--- src/rtl/multicycle_ctrl_pkg.sv ---
// Shared encodings for the multicycle control FSM: states, ALU selects, instruction classes
// and PC source codes.
package multicycle_ctrl_pkg;

    typedef enum logic [2:0] {
        S_FETCH  = 3'd0,
        S_DECODE = 3'd1,
        S_EXEC   = 3'd2,
        S_ADDR   = 3'd3,
        S_MEM    = 3'd4,
        S_WB     = 3'd5,
        S_HALT   = 3'd6
    } state_e;

    localparam logic [1:0] ALU_ADD   = 2'b00;
    localparam logic [1:0] ALU_OPC   = 2'b01;
    localparam logic [1:0] ALU_BR    = 2'b10;
    localparam logic [1:0] ALU_PASS3 = 2'b11;

    localparam logic [1:0] CLASS_R  = 2'b00;
    localparam logic [1:0] CLASS_I  = 2'b01;
    localparam logic [1:0] CLASS_BR = 2'b10;
    localparam logic [1:0] CLASS_J  = 2'b11;

    localparam logic [3:0] OP_LI  = 4'b1001;
    localparam logic [3:0] OP_LWI = 4'b1011;
    localparam logic [3:0] OP_SWI = 4'b1100;

    localparam logic [1:0] PC_SRC_INC = 2'b00;
    localparam logic [1:0] PC_SRC_BR  = 2'b01;
    localparam logic [1:0] PC_SRC_JMP = 2'b10;

    localparam int unsigned WAIT_W = 8;

endpackage

--- src/rtl/multicycle_ctrl_decode.sv ---
// Combinational decode of the 6-bit instruction class/opcode field into class flags,
// an illegal-encoding flag and the load/store markers.
module ctrl_decode
    import multicycle_ctrl_pkg::*;
(
    input  logic [5:0] instr_op_i,
    output logic       is_r_o,
    output logic       is_i_o,
    output logic       is_br_o,
    output logic       is_j_o,
    output logic       illegal_o,
    output logic       is_lwi_o,
    output logic       is_swi_o
);

    logic [1:0] cls;
    logic [3:0] op;

    assign cls = instr_op_i[5:4];
    assign op  = instr_op_i[3:0];

    always_comb begin
        is_r_o    = 1'b0;
        is_i_o    = 1'b0;
        is_br_o   = 1'b0;
        is_j_o    = 1'b0;
        illegal_o = 1'b0;
        is_lwi_o  = 1'b0;
        is_swi_o  = 1'b0;
        unique case (cls)
            CLASS_R: begin
                is_r_o    = 1'b1;
                illegal_o = op[3];
            end
            CLASS_I: begin
                is_i_o    = 1'b1;
                // Legal I-type: arithmetic 0xxx plus LI, LWI and SWI.
                illegal_o = !(!op[3] || (op == OP_LI) || (op == OP_LWI) || (op == OP_SWI));
                is_lwi_o  = (op == OP_LWI);
                is_swi_o  = (op == OP_SWI);
            end
            CLASS_BR: begin
                is_br_o   = 1'b1;
                illegal_o = !((op == 4'b0001) || (op == 4'b0010) || (op == 4'b0011));
            end
            CLASS_J: begin
                is_j_o    = 1'b1;
                illegal_o = (op != 4'b0000);
            end
            default: ;
        endcase
    end

endmodule

--- src/rtl/multicycle_ctrl.sv ---
// Multicycle control FSM: sequences fetch/decode/execute/memory/write-back, guards memory
// handshakes with a wait timeout and counts retired instructions.
module multicycle_ctrl
    import multicycle_ctrl_pkg::*;
#(
    parameter int unsigned WORD        = 32,
    parameter int unsigned MEM_TIMEOUT = 16
) (
    input  logic            clk,
    input  logic            rst,
    input  logic [5:0]      instr_op,
    input  logic            imem_ready,
    input  logic            dmem_ready,
    input  logic            alu_zero,
    output logic [1:0]      alu_op,
    output logic [3:0]      alu_opcode,
    output logic            alu_src_imm,
    output logic            imem_req,
    output logic            dmem_req,
    output logic            dmem_we,
    output logic            ir_write,
    output logic            pc_write,
    output logic [1:0]      pc_src,
    output logic            mar_write,
    output logic            sd_write,
    output logic            reg_write,
    output logic            mem_to_reg,
    output logic            halted,
    output logic            fault,
    output logic [WORD-1:0] instr_retired
);

    localparam logic [WAIT_W-1:0] WAIT_LIMIT = WAIT_W'(MEM_TIMEOUT - 1);

    state_e            state_q, state_d;
    logic [WAIT_W-1:0] wait_q, wait_d;
    logic              fault_q, fault_d;
    logic [WORD-1:0]   retired_q, retired_d;
    logic              retire;

    logic is_r, is_i, is_br, is_j, illegal, is_lwi, is_swi;

    ctrl_decode u_decode (
        .instr_op_i (instr_op),
        .is_r_o     (is_r),
        .is_i_o     (is_i),
        .is_br_o    (is_br),
        .is_j_o     (is_j),
        .illegal_o  (illegal),
        .is_lwi_o   (is_lwi),
        .is_swi_o   (is_swi)
    );

    always_ff @(posedge clk or posedge rst) begin
        if (rst) begin
            state_q   <= S_FETCH;
            wait_q    <= '0;
            fault_q   <= 1'b0;
            retired_q <= '0;
        end else begin
            state_q   <= state_d;
            wait_q    <= wait_d;
            fault_q   <= fault_d;
            retired_q <= retired_d;
        end
    end

    always_comb begin
        state_d     = state_q;
        wait_d      = '0;
        fault_d     = fault_q;
        retire      = 1'b0;
        alu_op      = ALU_ADD;
        alu_opcode  = 4'b0000;
        alu_src_imm = 1'b0;
        imem_req    = 1'b0;
        dmem_req    = 1'b0;
        dmem_we     = 1'b0;
        ir_write    = 1'b0;
        pc_write    = 1'b0;
        pc_src      = PC_SRC_INC;
        mar_write   = 1'b0;
        sd_write    = 1'b0;
        reg_write   = 1'b0;
        mem_to_reg  = 1'b0;
        halted      = 1'b0;

        unique case (state_q)
            S_FETCH: begin
                imem_req = 1'b1;
                // Ready on the limit cycle still wins over the timeout.
                if (imem_ready) begin
                    ir_write = 1'b1;
                    pc_write = 1'b1;
                    state_d  = S_DECODE;
                end else if (wait_q == WAIT_LIMIT) begin
                    fault_d = 1'b1;
                    state_d = S_HALT;
                end else begin
                    wait_d = wait_q + 8'd1;
                end
            end
            S_DECODE: begin
                state_d = illegal ? S_HALT : S_EXEC;
            end
            S_EXEC: begin
                if (is_r) begin
                    alu_op     = ALU_OPC;
                    alu_opcode = instr_op[3:0];
                    state_d    = S_WB;
                end else if (is_i) begin
                    if (is_lwi) begin
                        state_d = S_ADDR;
                    end else if (is_swi) begin
                        alu_op     = ALU_OPC;
                        alu_opcode = OP_SWI;
                        sd_write   = 1'b1;
                        state_d    = S_ADDR;
                    end else begin
                        alu_op      = ALU_OPC;
                        alu_opcode  = instr_op[3:0];
                        alu_src_imm = 1'b1;
                        state_d     = S_WB;
                    end
                end else if (is_br) begin
                    alu_op     = ALU_BR;
                    alu_opcode = instr_op[3:0];
                    if (alu_zero) begin
                        pc_write = 1'b1;
                        pc_src   = PC_SRC_BR;
                    end
                    retire  = 1'b1;
                    state_d = S_FETCH;
                end else if (is_j) begin
                    pc_write = 1'b1;
                    pc_src   = PC_SRC_JMP;
                    retire   = 1'b1;
                    state_d  = S_FETCH;
                end else begin
                    state_d = S_HALT;
                end
            end
            S_ADDR: begin
                alu_op      = ALU_PASS3;
                alu_opcode  = instr_op[3:0];
                alu_src_imm = 1'b1;
                mar_write   = 1'b1;
                state_d     = S_MEM;
            end
            S_MEM: begin
                dmem_req = 1'b1;
                dmem_we  = is_swi;
                if (dmem_ready) begin
                    if (is_swi) begin
                        retire  = 1'b1;
                        state_d = S_FETCH;
                    end else begin
                        state_d = S_WB;
                    end
                end else if (wait_q == WAIT_LIMIT) begin
                    fault_d = 1'b1;
                    state_d = S_HALT;
                end else begin
                    wait_d = wait_q + 8'd1;
                end
            end
            S_WB: begin
                reg_write  = 1'b1;
                mem_to_reg = is_lwi;
                retire     = 1'b1;
                state_d    = S_FETCH;
            end
            S_HALT: begin
                halted = 1'b1;
            end
            default: begin
                state_d = S_HALT;
            end
        endcase
    end

    assign retired_d     = retired_q + {{(WORD-1){1'b0}}, retire};
    assign fault         = fault_q;
    assign instr_retired = retired_q;

endmodule
--- config.mk ---
export PLATFORM = sky130hd
export DESIGN_NAME = multicycle_ctrl
export DESIGN_NICKNAME = d
export VERILOG_FILES = /design/src/rtl/multicycle_ctrl_pkg.sv /design/src/rtl/multicycle_ctrl_decode.sv /design/src/rtl/multicycle_ctrl.sv
export SDC_FILE = /design/constraint.sdc
export NUM_CORES = 1
export LEC_CHECK = 0
export BUFFER_PORTS_ARGS = -buffer_cell sky130_fd_sc_hd__buf_2
export CAP_MARGIN = 15
export CELL_PAD_IN_SITES_DETAIL_PLACEMENT = 1
export CELL_PAD_IN_SITES_GLOBAL_PLACEMENT = 1
export CORE_MARGIN = 1.5
export CORE_UTILIZATION = 31
export DETAILED_ROUTE_END_ITERATION = 10
export PLACE_DENSITY_LB_ADDON = 0.1
export SETUP_SLACK_MARGIN = 0.15
export SYNTH_ARGS = -nofsm -noshare
export SYNTH_HDL_FRONTEND = slang
export SYNTH_SLANG_ARGS = --single-unit
--- constraint.sdc ---
create_clock -name clk -period 2.19 [get_ports clk]
set_input_delay 0.3285 -clock clk [delete_from_list [all_inputs] [get_ports clk]]
set_output_delay 0.3285 -clock clk [all_outputs]
set_load 0.005 [all_outputs]
After elaboration in Yosys (flattened, before gate mapping)
Cells that the tools add are included.
{ "classes": {"n_addsub": 2, "n_eq_ne": 18, "n_mux": 74, "n_reduce_logical": 13} }
{ "ops": {"columns": ["operator", "count"], "rows": [
  ["$mux 1", 38],
  ["$mux 3", 11],
  ["$add 32x1->32", 1],
  ["$mux 8", 3],
  ["$pmux 3 s7", 1],
  ["$mux 4", 5],
  ["$mux 2", 8],
  ["$pmux 8 s2", 1],
  ["$eq 4x4->1 const B", 3],
  ["$eq 3x3->1 const B", 3],
  ["$add 8x1->8 const B", 1],
  ["$eq 4x2->1 const B", 2],
  ["$eq 8x4->1 const B", 1],
  ["$pmux 4 s2", 1],
  ["$eq 3x2->1 const B", 2],
  ["$pmux 1 s2", 3],
  ["$logic_or 1x1->1", 5],
  ["$eq 2x2->1 const B", 2],
  ["$eq 4x1->1 const B", 1],
  ["$ne 2x2->1 const B", 2],
  ["$pmux 1 s4", 1],
  ["$pmux 2 s2", 1],
  ["$reduce_bool 4->1", 1],
  ["$eq 3x1->1 const B", 1],
  ["7 further kinds", 9]
]} }
{ "totals": {"regBits": 44, "output_inout_bits": 52, "word_cells": 111} }

Longest topological paths before layout
{ "depth": {"depth_word": 8, "depth_mapped": 11, "ltp_nobuf": 10} }

Modules after synthesis
A second synthesis with hierarchy kept.
{ "unflattened": {"hier_cells": 245, "area_unflattened_um2": 2387.3} }
{ "by_module_without_submodules": {"columns": ["mod", "n_inst", "cells_each", "area_each_um2", "seq_area_each_um2"], "rows": [
  ["multicycle_ctrl", 1, 229, 2280.9, 1101.1],
  ["ctrl_decode", 1, 16, 106.4, 0.0]
]} }

Worst setup path after synthesis
OpenSTA, ideal clock, no wires.
{ "synth_timing": {"path_kind": "input to register", "startpoint": "input port instr_op[4]", "endpoint": "register retired_q[28], in the netlist instr_retired[28]", "setup_time_ps": 124, "arrival_ps": 2356, "required_time_ps": 2066, "setup_slack_ps": -289, "cell_stages": 11, "path_buffers": 1, "cell_sequence": "clkbuf_1 and3b_1 and3_1 nor2_1 o21ai_0 ha_1 ha_1 nand2_1 nor4_1 nand4_1 xnor2_1"} }
{ "synth_via": {"elab_chain_len": 8} }
{ "synth_lines": {"columns": ["item", "line", "source"], "rows": [
  ["start, declared", "multicycle_ctrl.sv:11", "input logic [5:0] instr_op,"],
  ["$eq 2x2->1", "multicycle_ctrl_decode.sv:30", "unique case (cls)"],
  ["$mux 1", "multicycle_ctrl_decode.sv:30", null],
  ["$mux 1", "multicycle_ctrl.sv:134", "end else if (is_j) begin"],
  ["$mux 1", "multicycle_ctrl.sv:125", "end else if (is_br) begin"],
  ["$mux 1", "multicycle_ctrl.sv:111", "end else if (is_i) begin"],
  ["$mux 1", "multicycle_ctrl.sv:107", "if (is_r) begin"],
  ["$pmux 1 s3 *", "multicycle_ctrl.sv:88", "unique case (state_q)"],
  ["$add 32x1->32 *", "multicycle_ctrl.sv:182", "assign retired_d = retired_q + {{(WORD-1){1'b0}}, retire};"],
  ["via retired_d[28]", "multicycle_ctrl.sv:38", "logic [WORD-1:0] retired_q, retired_d;"],
  ["end signal, assigned", "multicycle_ctrl.sv:64", "retired_q <= retired_d;"],
  ["end, declared", "multicycle_ctrl.sv:38", null]
]} }
Mark *: on every way through the listed nets, which the timed path passes. The rest lies on a longest branch.
A chain may end at the register's enable or synchronous reset.

Worst setup path after layout
{ "layout_timing": {"startpoint": "register state_q[1]", "endpoint": "register retired_q[28], in the netlist instr_retired[28]"} }
{ "layout_via": {"elab_chain_len": 3} }
{ "layout_lines": {"columns": ["item", "line", "source"], "rows": [
  ["start, declared", "multicycle_ctrl.sv:35", "state_e state_q, state_d;"],
  ["start signal, assigned", "multicycle_ctrl.sv:61", "state_q <= state_d;"],
  ["$eq 3x3->1 / $eq 3x2->1 (equally long branches)", "multicycle_ctrl.sv:88", null],
  ["$pmux 1 s3 *", "multicycle_ctrl.sv:88", null],
  ["$add 32x1->32 *", "multicycle_ctrl.sv:182", null],
  ["via retired_d[28]", "multicycle_ctrl.sv:38", null]
]} }
Marked as above.

==> metrics.txt <==
element type at the critical path end register; Chip Width 89.1 microns; Synth Flop Type dfrtp_1; Rows 31; total CTS buffers 5; DRT iter0 DRCs 56; FFs w/ async S/R, synth 1.00; CTS Sinks 44; DRC violations left 0; met2 WL post-DR 2.52 mm; # diodes 0; sequential share of the synthesized area 0.479; Worst setup SP type register; Synth Instances 233; Routability Congestion 0.818; Storage cell area 1100 sq um; sequential cell fraction of total power 0.454; Synth top area share 0.479; fin nets 338; Top Layer Used met4; Internal Power 1.46 mW; Tot Pwr 2.17 mW; RSZ-0062 raised after global routing true; Combinational Power Share 0.324; effective utilization at floorplan 0.318; Hold Crit Class in -> async; outcome finished clean; via/cell ratio 4.75; initial antenna violation count 0; Netlist cell types 39; first-pass GRT wire length 9.38 mm; worst skew pair latency 290 ps; Pre-antenna DRT Iters 4; Die Ht 89.1 microns; syn avg cell area 9.86 sq um; synth-to-layout area growth 36.6%; syn_nets 247; total global routing overflow 0; Fillers 887; Worst Path Max Fanout 4; Die ar. 7940 sq um; DP HPWL 4.43 mm; Core Region 7210 sq um; area of the multi-input gates 1250 sq um; Worst VDD drop 0.350 mV; #FFs+latches synth 44; sw frac 0.327; clock share of power 0.222; Post-synth EDFFs 0; vias in the first global route 1,931; critical path class reg -> reg; top post-synthesis cells by area dfrtp_1 (48%), xnor2_1 (8.8%), xor2_1 (4.6%); Tmin final 2120 ps; Post-synth top cells dfrtp_1 (44), xnor2_1 (23), nor2_1 (19), nand2_1 (17), nand3_1 (17); max cap viols 0; Post-DRT Antenna Nets 0; Slew HR 0.653; clock slew at reported path FFs 80 ps; f_max 0.471 GHz; largest net degree at the start of global routing 25; Synthesis Warnings 0; worst slew pin tran 520 ps; CP required 2370 ps; DRT met1 WL 3.07 mm; Final Skew 9.67 ps; placed insts 411; Root Buffer clkbuf_8; io pins 63; Final setup viols 0; NetSw 0.709 mW; CTS tree done; Pwr per Cell Area 690 nW/um^2; Leak 1.67 nW; routed wire length 5.85 mm; Worst EP arrival 2310 ps; met3 routed wirelength 197 microns; mapped cell area 2300 sq um; vias 2,010; fraction of layout cells with a size suffix above 1 0.377; CTS H-tree lvls 2; Tot GR Track Use 0.153; final hold violations 0; Non-Filler Instances 423; Yosys top cell by area dfrtp_1; CTS Buffer Depth 2; I/O Buffers 62; Pins Over Slew Limit 0; average routed wire per standard cell 13.8 microns; most frequent cell after synthesis dfrtp_1; final worst-path cycle share 0.970
==> metrics by stage <==
stage | setup WS, ps | utilization | hold WS [ps] | cell area (sq um) | setup TNS [ps]
after floorplan | -5.77 | - | 433 | 2350 | -5.77
after global placement | -82.0 | 0.405 | 390 | 2920 | -669
after detailed placement | -153 | 0.405 | 399 | 2920 | -1180
after CTS | 75.0 | 0.422 | 74.6 | 3040 | 0
after global routing | -52.9 | 0.435 | 106 | 3140 | -145
final | 66.0 | 0.435 | 64.0 | 3140 | 0
==> state kept, by name, indices dropped and copies added, names as in the netlist <==
register and cells:
instr_retired 32, wait_q 8, fault 1, state_q 3
==> cell usage in the layout, fill, tap and decap left out, types with 3 or more instances in the layout <==
master,n
nand4_1,8
nor3_4,3
clkbuf_8,5
nand2b_1,5
buf_6,6
and4_1,3
buf_4,23
o21ai_0,5
a21oi_1,4
nand3_1,15
buf_2,62
nor3_1,3
and3_1,11
xnor2_1,23
nor2_1,17
dfrtp_1,44
and3b_1,4
and2_1,3
nand2_1,16
inv_1,7
xor2_1,12
==> routing by layer <==
layer	vias to the layer above	GRT usage
li1	991	-
met3	5	0.0295
met4	0	0.0476
met5	-	0
met2	39	0.219
met1	975	0.230
==> worst paths after layout <==
path	endpoint	slack [ps]	depth (start not counted)	startpoint
worst max-delay path	instr_retired[28]	70	9	state_q[1]
worst max register to register	instr_retired[28]	70	9	state_q[1]
min in group clk	wait_q[6]	450	4	imem_ready
worst min-delay path	fault	60	2	rst
max in group asynchronous	instr_retired[3]	1560	3	rst
worst min register to register	fault	470	1	fault
==> power by group through the flow <==
stage               registers [mW]  logic, mW  clock network [mW]
floorplan                    0.980      0.375                   0
global placement             0.990      0.649                   0
detailed placement           0.992      0.655                   0
CTS                          0.983      0.679               0.503
global route                 0.999      0.798               0.526
finish                       0.983      0.701               0.482
==> worst max-delay path: stages (launching register included) <==
cell,delay [ps]
dfrtp_1,410
buf_4,140
nand2b_1,130
o21ai_1,140
ha_2,210
ha_2,210
nand2_4,90
nor4_4,370
nand4_1,170
xnor2_1,150
==> area by class of cell <==
class | instances | share of cell area
clock buffer | 6 | 0.0231
clock inverter | 1 | 0.00159
inverter | 8 | 0.00957
multi-input combinational | 174 | 0.400
sequential | 44 | 0.351
tap | 99 | 0.0395
timing repair buffer | 91 | 0.175
==> cells by family (layout without fill, tap and decap cells) <==
kind of cell               count (synthesis)  count (layout)  synth area share
DFF                                       44              44             0.479
adders and majority gates                  3               3            0.0163
xor gates and xnor gates                  35              35             0.133
and+or+nand+nor                          112             112             0.276
AOI/OAI and AO/OA                         24              24            0.0697
buffers and inverters                     15             106            0.0251
==> repair_timing <==
action,in CTS,in global routing
resized for setup,6,16
setup buffers,2,3
hold buffers,0,0
setup endpoints to repair,12,27
pin swaps,6,6
No activity file was read; power rests on OpenSTA's default activity.
